===== config.mk =====
export PLATFORM = sky130hd
export DESIGN_NAME = code_sequencer
export DESIGN_NICKNAME = d
export VERILOG_FILES = /design/src/rtl/code_sequencer_pkg.sv /design/src/rtl/code_sequencer_timer.sv /design/src/rtl/code_sequencer.sv
export SDC_FILE = /design/constraint.sdc
export NUM_CORES = 1
export LEC_CHECK = 0
export CAP_MARGIN = 20
export CORE_MARGIN = 2
export CORE_UTILIZATION = 55
export DETAILED_ROUTE_END_ITERATION = 8
export GPL_ROUTABILITY_DRIVEN = 1
export GPL_TIMING_DRIVEN = 0
export PLACE_DENSITY_LB_ADDON = 0.15
export REMOVE_ABC_BUFFERS = 1
export SLEW_MARGIN = 15
export SYNTH_ARGS = -nofsm -noshare
export SYNTH_HDL_FRONTEND = slang
export SYNTH_SLANG_ARGS = --single-unit
export TNS_END_PERCENT = 1

===== constraint.sdc =====
create_clock -name clk -period 4.34 [get_ports clk]
set_input_delay 1.085 -clock clk [delete_from_list [all_inputs] [get_ports clk]]
set_output_delay 1.085 -clock clk [all_outputs]
set_load 0.1 [all_outputs]

===== src/rtl/code_sequencer_pkg.sv =====
// Shared types and constants for the button code sequencer.
// Latency: n/a; backpressure: n/a (declarations only).
package code_sequencer_pkg;

    localparam int SYM_W = 3;

    localparam logic [SYM_W-1:0] B1 = 3'b001;
    localparam logic [SYM_W-1:0] B2 = 3'b010;
    localparam logic [SYM_W-1:0] B3 = 3'b100;

    typedef enum logic [2:0] {
        IDLE  = 3'd0,
        DRIVE = 3'd1,
        GAP   = 3'd2,
        WAIT  = 3'd3,
        DONE  = 3'd4
    } state_t;

    function automatic int max3(input int a, input int b, input int c);
        int m;
        m = (a > b) ? a : b;
        return (m > c) ? m : c;
    endfunction

endpackage


===== src/rtl/code_sequencer_timer.sv =====
// Loadable down-counter; tc is high while the count sits at zero (final cycle of a load).
// Latency: load takes effect on the next edge; backpressure: none.
module seq_timer #(
    parameter int W = 5
) (
    input  logic         clk,
    input  logic         rst,
    input  logic         load,
    input  logic [W-1:0] load_val,
    output logic         tc
);

    logic [W-1:0] count;

    always_ff @(posedge clk or posedge rst) begin
        if (rst) begin
            count <= '0;
        end else if (load) begin
            count <= load_val;
        end else if (count != '0) begin
            count <= count - 1'b1;
        end
    end

    assign tc = (count == '0);

endmodule


===== src/rtl/code_sequencer.sv =====
// Plays a latched sequence of button symbols onto b, then waits for outp and reports pass/early.
// Latency: b shows symbol 0 one cycle after start is accepted; backpressure: start ignored while busy.
module code_sequencer
    import code_sequencer_pkg::*;
#(
    parameter int SEQ_LEN     = 4,
    parameter int HOLD_CYC    = 24,
    parameter int GAP_CYC     = 4,
    parameter int TIMEOUT_CYC = 16
) (
    input  logic                     clk,
    input  logic                     rst,
    input  logic                     start,
    input  logic [SYM_W*SEQ_LEN-1:0] code,
    input  logic                     outp,
    output logic [3:1]               b,
    output logic                     busy,
    output logic                     done,
    output logic                     pass,
    output logic                     early
);

    localparam int CNT_W = $clog2(max3(HOLD_CYC, GAP_CYC, TIMEOUT_CYC)) + 1;
    localparam int IDX_W = (SEQ_LEN > 1) ? $clog2(SEQ_LEN) : 1;

    // Timer is loaded with duration-1 so tc lands on the last cycle of each phase.
    localparam logic [CNT_W-1:0] HOLD_LD = CNT_W'(HOLD_CYC - 1);
    localparam logic [CNT_W-1:0] GAP_LD  = (GAP_CYC > 0) ? CNT_W'(GAP_CYC - 1) : '0;
    localparam logic [CNT_W-1:0] TO_LD   = CNT_W'(TIMEOUT_CYC - 1);
    localparam logic [IDX_W-1:0] LAST_IDX = IDX_W'(SEQ_LEN - 1);

    state_t                     state, state_n;
    logic [IDX_W-1:0]           idx, idx_n;
    logic [SYM_W*SEQ_LEN-1:0]   shadow, shadow_n;
    logic [3:1]                 b_n;
    logic                       busy_n, done_n, pass_n, early_n;
    logic                       tmr_load, tmr_tc, adv, last;
    logic [CNT_W-1:0]           tmr_val;

    assign last = (idx == LAST_IDX);

    seq_timer #(.W(CNT_W)) u_timer (
        .clk      (clk),
        .rst      (rst),
        .load     (tmr_load),
        .load_val (tmr_val),
        .tc       (tmr_tc)
    );

    always_ff @(posedge clk or posedge rst) begin
        if (rst) begin
            state  <= IDLE;
            idx    <= '0;
            shadow <= '0;
            b      <= '0;
            busy   <= 1'b0;
            done   <= 1'b0;
            pass   <= 1'b0;
            early  <= 1'b0;
        end else begin
            state  <= state_n;
            idx    <= idx_n;
            shadow <= shadow_n;
            b      <= b_n;
            busy   <= busy_n;
            done   <= done_n;
            pass   <= pass_n;
            early  <= early_n;
        end
    end

    always_comb begin
        state_n  = state;
        idx_n    = idx;
        shadow_n = shadow;
        b_n      = b;
        busy_n   = busy;
        done_n   = 1'b0;
        pass_n   = pass;
        early_n  = early;
        tmr_load = 1'b0;
        tmr_val  = '0;
        adv      = 1'b0;

        case (state)
            IDLE: begin
                if (start) begin
                    shadow_n = code;
                    pass_n   = 1'b0;
                    early_n  = 1'b0;
                    idx_n    = '0;
                    b_n      = code[SYM_W-1:0];
                    busy_n   = 1'b1;
                    tmr_load = 1'b1;
                    tmr_val  = HOLD_LD;
                    state_n  = DRIVE;
                end
            end
            DRIVE: begin
                // The final cycle of the last symbol is the first where a response is legitimate.
                if (outp && !(last && tmr_tc)) early_n = 1'b1;
                if (tmr_tc) begin
                    if (GAP_CYC > 0) begin
                        b_n      = '0;
                        tmr_load = 1'b1;
                        tmr_val  = GAP_LD;
                        state_n  = GAP;
                    end else begin
                        adv = 1'b1;
                    end
                end
            end
            GAP: begin
                if (outp && !last) early_n = 1'b1;
                if (tmr_tc) adv = 1'b1;
            end
            WAIT: begin
                if (outp || tmr_tc) begin
                    pass_n  = outp;
                    busy_n  = 1'b0;
                    done_n  = 1'b1;
                    state_n = DONE;
                end
            end
            DONE: begin
                state_n = IDLE;
            end
            default: begin
                state_n = IDLE;
            end
        endcase

        // Step to the next symbol, or into the response wait after the last one.
        if (adv) begin
            if (!last) begin
                idx_n    = idx + 1'b1;
                b_n      = shadow[int'(idx_n)*SYM_W +: SYM_W];
                tmr_load = 1'b1;
                tmr_val  = HOLD_LD;
                state_n  = DRIVE;
            end else begin
                b_n      = '0;
                tmr_load = 1'b1;
                tmr_val  = TO_LD;
                state_n  = WAIT;
            end
        end
    end

endmodule


# Yosys cells after proc, flatten, opt, wreduce, memory -nomap -nowiden
# Cells that the tools add are included.
# classes
mul	1
eq_ne	12
muxes	38
add_sub_neg	2
shift	1
reduce_logical	18
# op_table
operator	n
$mux W3	8
$mux W6	3
$mux W1	12
$mux W2	6
$pmux W3 S4	1
$shiftx A12 B5 Y3	1
$mux W5	2
$ne A2 B2 Y1 const B	5
$pmux W5 S2	1
$ne A3 B3 Y1 const B	3
$reduce_and A4 Y1	2
$eq A3 B2 Y1 const B	2
$logic_not A6 Y1	1
$pmux W1 S2	3
$pmux W3 S2	1
$reduce_and A3 Y1	2
$reduce_bool A3 Y1	2
$reduce_bool A6 Y1	1
$sub A6 B1 Y6 const B	1
$mul A2 B2 Y4 const B	1
$reduce_bool A2 Y1	2
$eq A3 B1 Y1 const B	1
$logic_and A1 B1 Y1	3
$logic_not A3 Y1	1
other kinds (6)	7
# word_totals
out_inout_bits	7
regBits	30
input_bits	16
wordCells	81

# Longest topological paths before layout
# logic_depth
word_depth	6
mapped_depth	7
ltp_nobuf	6

# By module
# Synthesis repeated with hierarchy kept, for this count alone.
# hier_totals
cells_unflattened	160
area_unflattened_um2	1599.0
# modules_own_cells
mod	cells_each	seq_area_each_um2	instances	area_per_inst_um2
code_sequencer	120	600.6	1	1217.4
seq_timer	40	150.1	1	381.6

# Least setup slack after synthesis
# OpenSTA, ideal clock, no wires.
# synth_path
path_kind	input to register
start	input start
end	register shadow[0]
slack_ns	2.088
setup_ns	0.125
t_required_ns	4.215
n_path_buf	2
arrival_time_ns	2.127
cell_stages	5
path_cell_list	nor2b_1 and2_1 clkbuf_1 buf_2 mux2_2
# synth_via
elab_chain_cells	1
# synth_lines
element	line	source
start, declared	code_sequencer.sv:13	input logic start,
$reduce_and A2 Y1 (no source line)	n/a	
end signal, assigned	code_sequencer.sv:63	shadow <= shadow_n;
end, declared	code_sequencer.sv:34	logic [SYM_W*SEQ_LEN-1:0] shadow, shadow_n;
# No other way between the ends.
# A chain may end at the register's enable or synchronous reset.

# Worst setup path after layout
# layout_path
start	register early
end	output early
# layout_lines
element	line	source
start, declared	code_sequencer.sv:20	output logic early
start signal, assigned	code_sequencer.sv:68	early <= early_n;
# No word-level cell between the ends.

==> results.cfg <==
[timing]
post-route-min-period_ps = 2920
fin_tns_setup_ps = 0
tightest_slew_ps = 972
hold_viol = 0
fmax_mhz = 343
rsz0062_at_grt = no
finClkSkew_ps = 11.7
slew_viol_final = 0
period_share_pct = 67.2
hold_ws_ps = 508
setup_viol = 0
slew_headroom_pct = 35.0

[yosys]
synth.most_common_cell = dfrtp_1
async_flop_share_pct = 100
postSynthCellCount = 139
syn-cell-area_um2 = 1570
synth_largest_area_cell = dfrtp_1
synth_top_cell_area_share_pct = 47.7
ys.flop_type = dfrtp_1
synth_common_cells = 30 x dfrtp_1, 17 x mux2_2, 12 x inv_1, 6 x clkbuf_1, 6 x nand2_1
yosysSeqAreaShare_pct = 47.7
avgSynthCellArea_um2 = 11.3
synth_edf_count = 0
ys_ff_latch = 30
netlist_top_cells_area = dfrtp_1 48%, mux2_2 12%, mux4_2 4.3%
yosys_warnings = 0
yosysUniqueCellTypes = 39

[drt]
drc = 0
postRouteAntennaNets = 0
drtIter0Drc = 39
route.vias.total = 1139
post_drt_wl_per_cell_um = 15.0
firstDrtPassIters = 4
vias_per_cell = 5.90
finalWirelength_um = 2890

[critical_path]
crit_type = flop to primary output
crit_chain = clkdlybuf4s50_1
slowest_delay_ps = 1140
critical_path_buf_inv_count = 1
worstPathRequired_ps = 3250
startpoint_type = flop
worstSetupEndpointType = primary output
cpMaxStageDelayCell = clkdlybuf4s50_1
critPathTopFamily = buffers and inverters
crit_fanout = 2
crit_arrival_ps = 1830

[placed_design]
dp_hpwl_um = 2170
port_buffers = 22
place.gp.congestion = 0.797

[global_route]
first_global_vias = 1163
grt_antenna_before_repair = 0
gr-total-overflow = 0
grt_max_degree = 18
grt_use_total_pct = 20.3
grt_pass1_wl_um = 5100

[clock_tree]
cts.sinks = 30
post_cts_buffers = 0
htree_levels = 2
ctsResizeCount = 0
cts_made_buffers = 5
clk_latency_ps = 320
cts_tree = yes
root_buffer = clkbuf_4
cts_buffer_depth = 2
hold_buffers = 0
clk_pin_slew_worst_paths_ps = 90

[status]
run_status = complete, no violations

[hold_path]
hold_class = flop to flop

[floorplan]
rows = 19
fp.dieH_um = 57.5
start_util_pct = 57.5
io-pin-count = 23
die_area_um2 = 3300
chipWidth_um = 57.5
core_um2 = 2730

[power_and_ir_drop]
power_density_nw_per_um2 = 740
power_leakage_nw = 0.776
ir_worst_vdd_mv = 0.550

[finish]
area_delta_synth_final_pct = 20.0
finalNetCount = 180
drive_gt1_share_pct = 19.1
fillers = 203
num_antenna_cells = 0

[job]
cap_violations = 0
==> power by group <==
part	leakage [nW]	switching [mW]	internal, mW
Clock	0.0353	0.0886	0.0784
Sequential	0.362	0.123	0.406
Combinational	0.379	0.402	0.298
==> worst paths after layout <==
kind / start / endpoint / slack [ps] / cells past startpoint
max: early$_DFFE_PP0P_ / early / 1420 / 1
min: shadow[6]$_DFFE_PP0P_ / shadow[6]$_DFFE_PP0P_ / 510 / 1
max reg2reg: u_timer.count[0]$_DFFE_PP0P_ / pass$_DFFE_PP0P_ / 2080 / 6
min reg2reg: shadow[6]$_DFFE_PP0P_ / shadow[6]$_DFFE_PP0P_ / 510 / 1
max in group asynchronous: rst / b[1]$_DFFE_PP0P_ / 2730 / 3
min in group asynchronous: rst / shadow[7]$_DFFE_PP0P_ / 1130 / 2
==> registers in the layout, indices dropped and copies added, names as in the netlist <==
| signal | count |
|---|---|
| state | 3 |
| busy | 1 |
| idx | 2 |
| pass | 1 |
| early | 1 |
| done | 1 |
| u_timer.count | 6 |
| shadow | 12 |
| b | 3 |
==> cell families (layout without fill, tap and decap cells) <==
kind of cell,after synthesis,in the layout,share of synthesized area (%)
AOI/OAI and AO/OA,28,28,13.6
xor gates and xnor gates,4,4,2.23
adders and majority gates,3,3,2.39
buffers and inverters,20,43,4.93
DFF,30,30,47.7
muxes,20,20,16.5
and+or+nand+nor,34,34,12.6
==> stage by stage <==
step                      setup slack [ps]  power (mW)  utilization, %  area [um2]  std cells
after floorplan                       2180        1.07               -        1540        131
after global placement                1380        1.21            65.8        1800        184
after detailed placement              1360        1.24            66.8        1830        185
after CTS                             1400        1.41            69.0        1890        193
after global routing                  1380        1.49            69.0        1890        193
final                                 1420        1.40            69.0        1890        193
==> layer usage <==
layer,up-vias,global-route usage (%),wire [um]
met5,-,0,0
met4,0,9.30,49
met2,25,33.8,1460
met3,6,6.12,117
li1,542,-,-
met1,566,24.2,1260
==> worst register-to-register path: cells and delay by family, from the launching register on <==
family / cells / cell delay (ps)
simple gates: 3 / 1190
fa+ha+maj: 1 / 180
compound gates: 1 / 290
buf+inv: 1 / 110
flops: 1 / 390
==> placed cells by master, fill, tap and decap left out, drive strengths merged, types with 4 or more instances in the layout <==
master	count
o21ai	5
nand2	6
dfrtp	30
nor2	5
inv	12
nor3	4
clkdlybuf4s50	22
clkbuf	7
mux2	17
==> cell type report <==
cell class | instances | area (um2) | share of cell area [%]
Sequential cell | 30 | 751 | 39.8
Multi-Input combinational cell | 89 | 744 | 39.5
Timing Repair Buffer | 23 | 248 | 13.1
Clock buffer | 7 | 55.1 | 2.92
Inverter | 12 | 45.0 | 2.39
Tap cell | 31 | 38.8 | 2.06
Clock inverter | 1 | 5.00 | 0.265
No activity file was read; power rests on OpenSTA's default activity.
